===== config.mk =====
export PLATFORM = sky130hd
export DESIGN_NAME = usr_seq_ctrl
export DESIGN_NICKNAME = d
export VERILOG_FILES = /design/src/rtl/usr_pkg.sv /design/src/rtl/usr_seq_ctrl.sv
export SDC_FILE = /design/constraint.sdc
export NUM_CORES = 1
export LEC_CHECK = 0
export CAP_MARGIN = 15
export CORE_MARGIN = 2
export CORE_UTILIZATION = 25
export CTS_BUF_LIST = sky130_fd_sc_hd__clkbuf_16
export DETAILED_ROUTE_END_ITERATION = 7
export MAX_ROUTING_LAYER = met4
export SYNTH_ARGS = -nofsm -noshare
export SYNTH_HDL_FRONTEND = slang
export SYNTH_SLANG_ARGS = --single-unit

===== constraint.sdc =====
create_clock -name clk -period 4.1 [get_ports clk]
set_clock_uncertainty 0.2 [all_clocks]
set_input_delay 0.82 -clock clk [delete_from_list [all_inputs] [get_ports clk]]
set_output_delay 0.82 -clock clk [all_outputs]
set_load 0.03 [all_outputs]

===== src/rtl/usr_pkg.sv =====
// Shared encodings for the universal shift register (USR) sequencer:
// USR mode selects, command opcodes and controller states.
package usr_pkg;

  localparam logic [2:0] SEL_SISO = 3'd0;
  localparam logic [2:0] SEL_SIPO = 3'd1;
  localparam logic [2:0] SEL_PISO = 3'd2;
  localparam logic [2:0] SEL_PIPO = 3'd3;

  localparam logic [1:0] OP_SER_IN  = 2'd0;
  localparam logic [1:0] OP_SER_OUT = 2'd1;
  localparam logic [1:0] OP_LOOP    = 2'd2;
  localparam logic [1:0] OP_ILLEGAL = 2'd3;

  typedef enum logic [2:0] {
    ST_IDLE,
    ST_LOAD,
    ST_SHIFT_IN,
    ST_SHIFT_OUT,
    ST_CAPTURE,
    ST_RESP
  } state_t;

endpackage


===== src/rtl/usr_seq_ctrl.sv =====
// Command sequencer for the USR: runs serial capture, serial transmit or
// parallel loopback, and returns the resulting word on a response channel.
module usr_seq_ctrl
  import usr_pkg::*;
#(
  parameter int N     = 4,
  parameter int CNT_W = 3
) (
  input  logic             clk,
  input  logic             rst,
  input  logic             cmd_valid,
  output logic             cmd_ready,
  input  logic [1:0]       cmd_op,
  input  logic [N-1:0]     cmd_data,
  output logic             rsp_valid,
  input  logic             rsp_ready,
  output logic [N-1:0]     rsp_data,
  output logic             rsp_err,
  input  logic             ser_in,
  input  logic             ser_in_valid,
  output logic             ser_in_ready,
  output logic             ser_out,
  output logic             ser_out_valid,
  input  logic             ser_out_ready,
  output logic             busy,
  output logic [2:0]       usr_sel,
  output logic             usr_ctrl,
  output logic [N-1:0]     usr_pin,
  output logic             usr_sin,
  input  logic [N-1:0]     usr_pout,
  input  logic             usr_sout
);

  localparam logic [CNT_W-1:0] CNT_LAST = CNT_W'(N - 1);

  state_t           state_reg, state_next;
  logic [CNT_W-1:0] cnt_reg, cnt_next;
  logic [1:0]       op_reg, op_next;
  logic [N-1:0]     data_reg, data_next;
  logic [N-1:0]     rsp_data_reg, rsp_data_next;
  logic             rsp_err_reg, rsp_err_next;

  always_ff @(posedge clk or negedge rst) begin
    if (!rst) begin
      state_reg    <= ST_IDLE;
      cnt_reg      <= '0;
      op_reg       <= OP_SER_IN;
      data_reg     <= '0;
      rsp_data_reg <= '0;
      rsp_err_reg  <= 1'b0;
    end else begin
      state_reg    <= state_next;
      cnt_reg      <= cnt_next;
      op_reg       <= op_next;
      data_reg     <= data_next;
      rsp_data_reg <= rsp_data_next;
      rsp_err_reg  <= rsp_err_next;
    end
  end

  // All USR pins default to a parked hold so every state freezes the register
  // unless it explicitly asks for a shift or load.
  always_comb begin
    state_next    = state_reg;
    cnt_next      = cnt_reg;
    op_next       = op_reg;
    data_next     = data_reg;
    rsp_data_next = rsp_data_reg;
    rsp_err_next  = rsp_err_reg;
    cmd_ready     = 1'b0;
    rsp_valid     = 1'b0;
    ser_in_ready  = 1'b0;
    ser_out       = 1'b0;
    ser_out_valid = 1'b0;
    usr_sel       = SEL_SISO;
    usr_ctrl      = 1'b1;
    usr_pin       = '0;
    usr_sin       = 1'b0;

    case (state_reg)
      ST_IDLE: begin
        cmd_ready = 1'b1;
        if (cmd_valid) begin
          op_next   = cmd_op;
          data_next = cmd_data;
          case (cmd_op)
            OP_SER_IN:           state_next = ST_SHIFT_IN;
            OP_SER_OUT, OP_LOOP: state_next = ST_LOAD;
            default: begin
              rsp_data_next = '0;
              rsp_err_next  = 1'b1;
              state_next    = ST_RESP;
            end
          endcase
        end
      end

      ST_LOAD: begin
        usr_sel    = SEL_PIPO;
        usr_ctrl   = 1'b0;
        usr_pin    = data_reg;
        state_next = (op_reg == OP_SER_OUT) ? ST_SHIFT_OUT : ST_CAPTURE;
      end

      ST_SHIFT_IN: begin
        usr_sel      = SEL_SIPO;
        ser_in_ready = 1'b1;
        usr_sin      = ser_in;
        usr_ctrl     = ~ser_in_valid;
        if (ser_in_valid) begin
          if (cnt_reg == CNT_LAST) begin
            cnt_next   = '0;
            state_next = ST_CAPTURE;
          end else begin
            cnt_next = cnt_reg + 1'b1;
          end
        end
      end

      ST_SHIFT_OUT: begin
        usr_sel       = SEL_PISO;
        ser_out       = usr_sout;
        ser_out_valid = 1'b1;
        usr_ctrl      = ~ser_out_ready;
        if (ser_out_ready) begin
          if (cnt_reg == CNT_LAST) begin
            cnt_next      = '0;
            rsp_data_next = data_reg;
            rsp_err_next  = 1'b0;
            state_next    = ST_RESP;
          end else begin
            cnt_next = cnt_reg + 1'b1;
          end
        end
      end

      // usr_pout reflects the last shift/load edge by this cycle.
      ST_CAPTURE: begin
        rsp_data_next = usr_pout;
        rsp_err_next  = 1'b0;
        state_next    = ST_RESP;
      end

      ST_RESP: begin
        rsp_valid = 1'b1;
        if (rsp_ready) state_next = ST_IDLE;
      end

      default: state_next = ST_IDLE;
    endcase
  end

  assign busy     = (state_reg != ST_IDLE);
  assign rsp_data = rsp_data_reg;
  assign rsp_err  = rsp_err_reg;

endmodule


==> out/qor.yml, run 1 <==
worst_ep_required_time_ps: 3080
worst_case_hold_slack_ps: 304
final.period_utilization_pct: 83.4
yosys.cell_count.top_type: "sky130_fd_sc_hd__dfrtp_1"
grt_first_pass_wirelength_mm: 3.96
num_rows: 23
worst_slew_pin_slew_ps: 765
clock-sinks: 17
dieHeight_um: 67.8
wl_per_cell_um: 13.4
synth_top_cell_by_area: "sky130_fd_sc_hd__dfrtp_1"
rsz0062_at_grt: "no"
clock-root-buffer: "sky130_fd_sc_hd__clkbuf_16"
largest_net_degree_at_the_start_of_global_routing: 19
ys_seq_elements: 17
placed_cell_area_sq_mm: 0.00139
drt.antenna.violating_nets: 0
synth_area_sq_mm: 0.00102
min-delay-path-class: "reg2reg"
placement.io_buffers: 36
cts_tree: "built"
clkSlewWorstSetupHoldPaths_ps: 50
final_cell_area_sq_mm: 0.00147
worst-endpoint-arrival_ps: 2400
status: "completed"
p_leak_nw: 0.612
worst_path_largest_cell_delay_ps: 580
wirelength_mm: 2.43
full_die_area_sq_mm: 0.00459
areaGrowthSynthToFinish_pct: 44.3
post_cts_hold_fix_bufs: 0
globalRoute.totalOverflow: 0
antenna_diode_count: 0
crit_chain: "clkdlybuf4s50_1 -> nand2b_1 -> or2_2 -> a21o_1 -> clkdlybuf4s50_1"
synth.avg_cell_area_sq_um: 10.4
timing_worst_setup_path_type: "in2out"
cpMostUsedCell: "sky130_fd_sc_hd__clkdlybuf4s50_1"
finalWorstPathRequiredPeriod_ps: 3420
synth_top_area_share_pct: 41.8
critPathCaptureType: "primary output"
fp.coreArea_sq_mm: 0.00397
drtPass1Iterations: 2
initial_core_util_pct: 25.6
synth_flop_cell: "sky130_fd_sc_hd__dfrtp_1"
relSlewSlack_pct: 48.9
vdd.ir_drop.worst_uv: 325
setup-tns-final_ps: 0
grt_antenna_before_repair: 0
synth.net_count: 117
detail_route.vias_per_cell: 4.65
cts-buffers-inserted: 3
setup_violations: 0
final_max_slew_viol_count: 0
ys_types: 40
drc: 0
leading_post_synthesis_cells_by_cell_area: "sky130_fd_sc_hd__dfrtp_1 (42%), sky130_fd_sc_hd__mux2_4 (7.4%), sky130_fd_sc_hd__mux2_2 (5.5%)"
worst_setup_path_start_kind: "input pin"
post_synth_inst_count: 98
die_w_um: 67.8
dr.first_iter.drc_count: 21
yosys_warnings: 0
worst_skew_pair.late_latency_ps: 240
crit_path_max_fanout: 3
layout.core_utilization_pct: 37.0
dr_total_vias: 842
pwr_density_cell_mw_per_mm2: 804
first_global_vias: 867
final_hold_viol_count: 0
finish.cell_count_without_fillers: 181
synth.top_cells.by_count: "sky130_fd_sc_hd__dfrtp_1 (17), sky130_fd_sc_hd__and2_1 (7), sky130_fd_sc_hd__nor2_1 (6)"
placed_cells_incl_taps: 177
synth-edff-count: 0
post_cts_resized: 0
clock.fmax_mhz: 292
timing.critical_path.slowest_stage_cell: "sky130_fd_sc_hd__clkdlybuf4s50_1"
gp_routability_congestion: 0.788
place_hpwl_mm: 1.94
boundaryPins: 38
final_net_count: 151
seq_area_frac_synth_pct: 41.8
async_reset_ff_share_pct: 100
cts-htree-levels: 1
layout-drive-gt1-share_pct: 14.5
grt_usage_pct: 11.8
ctsLongestPathBuffers: 2
maxCapViolations: 0
postCtsSetupRepairBufs: 0
==> critical path: cells and delay by family <==
family / cells / cell delay (ps)
compound gates: 1 / 180
simple gates: 2 / 360
buf+inv: 2 / 1040
==> metrics by stage <==
stage | total power, mW | setup slack, ps
floorplan | 0.787 | 1410
global placement | 0.982 | 689
detailed placement | 1.00 | 675
CTS | 1.19 | 676
global route | 1.26 | 632
finish | 1.18 | 681
==> per-layer routing <==
layer | up-vias | part of all wire (%) | track usage [%]
li1 | 414 | - | -
met1 | 412 | 43 | 14.1
met2 | 12 | 54 | 19.7
met3 | 4 | 2.2 | 2.50
met4 | 0 | 0.95 | 4.00
met5 | - | 0 | -
==> final timing paths <==
check,start,end,slack (ps),cells past startpoint
worst min-delay path,rsp_data[1],rsp_data[1],300,1
worst min register to register,rsp_data[1],rsp_data[1],300,1
max in group asynchronous,rst,state_reg[2],2390,1
worst max-delay path,ser_in_valid,usr_ctrl,680,5
worst max register to register,state_reg[2],op_reg[0],2100,4
min in group asynchronous,rst,rsp_data[3],830,1
==> layout make-up <==
class,instances,area (sq um)
multi-input cells,69,522
fillers,403,2500
well taps,50,62.6
flip-flops and latches,17,425
clock inverters,1,3.75
inverters,5,18.8
clock buffers,3,75.1
repair buffers,36,360
==> cell usage in the layout, fill, tap and decap left out, types with 2 or more instances in the layout <==
cell	synthesis	layout
sky130_fd_sc_hd__a21oi_1	2	2
sky130_fd_sc_hd__a31oi_1	2	2
sky130_fd_sc_hd__a32o_1	4	4
sky130_fd_sc_hd__and2_1	7	7
sky130_fd_sc_hd__clkbuf_16	0	3
sky130_fd_sc_hd__clkdlybuf4s50_1	0	36
sky130_fd_sc_hd__dfrtp_1	17	17
sky130_fd_sc_hd__inv_1	4	5
sky130_fd_sc_hd__mux2_2	5	5
sky130_fd_sc_hd__mux2_4	5	5
sky130_fd_sc_hd__mux2i_1	2	2
sky130_fd_sc_hd__nand2_1	4	4
sky130_fd_sc_hd__nand2b_1	4	4
sky130_fd_sc_hd__nand3_1	3	3
sky130_fd_sc_hd__nor2_1	6	6
sky130_fd_sc_hd__nor3_1	3	3
sky130_fd_sc_hd__o21ai_0	3	3
==> power by group <==
group | internal (mW) | leakage (nW) | total [mW] | switching, mW
sequential | 0.245 | 0.214 | 0.339 | 0.0942
combinational | 0.314 | 0.356 | 0.651 | 0.337
clock | 0.129 | 0.0423 | 0.190 | 0.0610
==> kinds of logic (layout without fill, tap and decap cells) <==
group | Yosys count | in the layout | synth area share (%)
DFF | 17 | 17 | 41.8
other | 1 | 1 | 0.369
adders and majority gates | 1 | 1 | 1.23
xor gates and xnor gates | 1 | 1 | 0.861
muxes | 12 | 12 | 14.9
and+or+nand+nor | 33 | 33 | 18.6
buffers and inverters | 12 | 45 | 6.89
AOI/OAI and AO/OA | 21 | 21 | 15.4
Note: power is estimated with default switching activity, not from simulation.
==> inputs of run 2 (changes only) <==
==> constraint.sdc (replaced) <==
create_clock -name clk -period 3.56 [get_ports clk]
set_clock_uncertainty 0.2 [all_clocks]
set_input_delay 0.712 -clock clk [delete_from_list [all_inputs] [get_ports clk]]
set_output_delay 0.712 -clock clk [all_outputs]
set_load 0.03 [all_outputs]
==> out/qor.yml, run 2 (synthesis results as in run 1) <==
grt_first_pass_wirelength_mm: 3.98  # was 3.96 mm
cts-htree-levels: 1  # unchanged
critical-path-top-delay-family: "buffers and inverters"  # unchanged
rsz0062_at_grt: "no"  # unchanged
worst_setup_path_start_kind: "input pin"  # unchanged
num-fill-cells: 402  # was 403
ctsLongestPathBuffers: 2  # unchanged
hold_depth: 1  # unchanged
cpMostUsedCell: "sky130_fd_sc_hd__clkdlybuf4s50_1"  # unchanged
relSlewSlack_pct: 47.6  # was 48.9%
areaGrowthSynthToFinish_pct: 44.3  # unchanged
gp_routability_congestion: 0.788  # about the same
place_hpwl_mm: 1.96  # was 1.94 mm
layout.core_utilization_pct: 37.0  # unchanged
wl_per_cell_um: 14.0  # was 13.4 um
ff2ff_setup_slack_ps: 1550  # was 2100 ps
cts-buffers-inserted: 3  # unchanged
finish.cell_count_without_fillers: 181  # unchanged
wirelength_mm: 2.54  # was 2.43 mm
clkSlewWorstSetupHoldPaths_ps: 50  # about the same
die_w_um: 67.8  # unchanged
regToRegEndpoint: "data_reg[0]"  # was op_reg[0]
layout-drive-gt1-share_pct: 14.5  # unchanged
globalRoute.totalOverflow: 0  # unchanged
worst_slew_pin_slew_ps: 783  # was 765 ps
setup_violations: 0  # unchanged
crit_buf_inv: 2  # unchanged
full_die_area_sq_mm: 0.00459  # unchanged
hold_path_end: "rsp_data[1]"  # unchanged
cts_tree: "built"  # unchanged
mostFrequentLayoutCell: "sky130_fd_sc_hd__clkdlybuf4s50_1"  # unchanged
num_rows: 23  # unchanged
crit_path_max_fanout: 3  # unchanged
clock-root-buffer: "sky130_fd_sc_hd__clkbuf_16"  # unchanged
post_cts_resized: 0  # unchanged
critPathCaptureType: "primary output"  # unchanged
pwr_density_cell_mw_per_mm2: 932  # was 804 mW/mm^2
final.period_utilization_pct: 89.4
clock-sinks: 17  # unchanged
timing.critical_path.slowest_stage_cell: "sky130_fd_sc_hd__clkdlybuf4s50_1"  # unchanged
min-delay-path-class: "reg2reg"  # unchanged
worst-endpoint-arrival_ps: 2270  # was 2400 ps
antenna_diode_count: 0  # unchanged
worstHoldStart: "rsp_data[1]"  # unchanged
clock.fmax_mhz: 314
fp.coreArea_sq_mm: 0.00397  # unchanged
boundaryPins: 38  # unchanged
initial_core_util_pct: 25.6  # unchanged
grt_antenna_before_repair: 0  # unchanged
layout_common_cells: "sky130_fd_sc_hd__clkdlybuf4s50_1 (36), sky130_fd_sc_hd__dfrtp_1 (17), sky130_fd_sc_hd__and2_1 (7)"  # unchanged
placement.io_buffers: 36  # unchanged
grt_usage_pct: 11.9  # was 11.8%
status: "completed"  # unchanged
dp_slack_ps: 363  # was 675 ps
worst_setup_path_startpoint: "ser_in_valid"  # unchanged
drt.antenna.violating_nets: 0  # unchanged
first_global_vias: 856  # was 867
postCtsSetupRepairBufs: 0  # unchanged
p_leak_nw: 0.612  # unchanged
final_net_count: 151  # unchanged
multiInputGateArea_sq_um: 522  # unchanged
drc: 0  # unchanged
setup-tns-final_ps: 0  # unchanged
drtPass1Iterations: 4  # was 2
dr_total_vias: 841  # was 842
r2r-start: "state_reg[2]"  # unchanged
timing_worst_setup_path_type: "in2out"  # unchanged
final_hold_viol_count: 0  # unchanged
crit_chain: "clkdlybuf4s50_1 -> nand2b_1 -> or2_2 -> a21o_1 -> clkdlybuf4s50_1"  # unchanged
dieHeight_um: 67.8  # unchanged
timing.final.ws_setup_ps: 378  # was 681 ps
finalWorstPathRequiredPeriod_ps: 3180
largest_net_degree_at_the_start_of_global_routing: 19  # unchanged
dr.first_iter.drc_count: 19  # was 21
combined_flip_flop_and_latch_cell_area_sq_um: 425  # unchanged
placed_cells_incl_taps: 177  # unchanged
final_max_slew_viol_count: 0  # unchanged
worst_path_largest_cell_delay_ps: 580  # about the same
maxCapViolations: 0  # unchanged
detail_route.vias_per_cell: 4.65  # about the same
worst_skew_pair.late_latency_ps: 240  # about the same
worst-r2r-cell-count: 4  # unchanged
vdd.ir_drop.worst_uv: 422  # was 325 uV
post_cts_hold_fix_bufs: 0  # unchanged
worst_ep_required_time_ps: 2650  # was 3080 ps
run 2: cell counts in the layout (fill, tap and decap cells not counted):
No cell type changed its count.
run 2: per-stage QoR:
stage | hold slack, ps | total power, mW | area (sq um)
after detailed placement | 280 | 1.15 | 1390
after CTS | 309 | 1.38 | 1470
after floorplan | 216 | 0.906 | 1020
after global placement | 293 | 1.13 | 1390
final | 305 | 1.37 | 1470
after global routing | 323 | 1.46 | 1470
run 2: cell type report:
type / instances / share of cell area [%]
multi-input cells: 69 / 35.5
well taps: 50 / 4.26
repair buffers: 36 / 24.6
flip-flops and latches: 17 / 29.0
clock inverters: 1 / 0.256
inverters: 5 / 1.28
clock buffers: 3 / 5.12
run 2: power breakdown:
part	internal [mW]	switching (mW)
registers	0.282	0.109
clock network	0.149	0.0729
logic	0.362	0.394
total	0.793	0.576
run 2: worst max path at each step:
stage,end,slack (ps),cells past startpoint
6_report,usr_ctrl,380,5
5_1_grt,usr_pin[0],300,4
4_1_cts,usr_ctrl,370,5
3_5_place_dp,usr_ctrl,360,5
3_3_place_gp,usr_ctrl,360,5
2_1_floorplan,usr_pin[0],980,4
run 2: worst register-to-register path, stage by stage (launching register included):
cell                      delay, ps
sky130_fd_sc_hd__dfrtp_1        590
sky130_fd_sc_hd__or3_4          500
sky130_fd_sc_hd__inv_2           80
sky130_fd_sc_hd__and2_4         210
sky130_fd_sc_hd__mux2_4         310
run 2: metal layers:
layer  up-vias  global-route usage, %  share of wire (%)
met5         -                      -                  0
met3         2                   2.00                1.9
li1        412                      -                  -
met1       417                   14.1                 41
met2        10                   20.3                 56
met4         0                   4.00               0.28
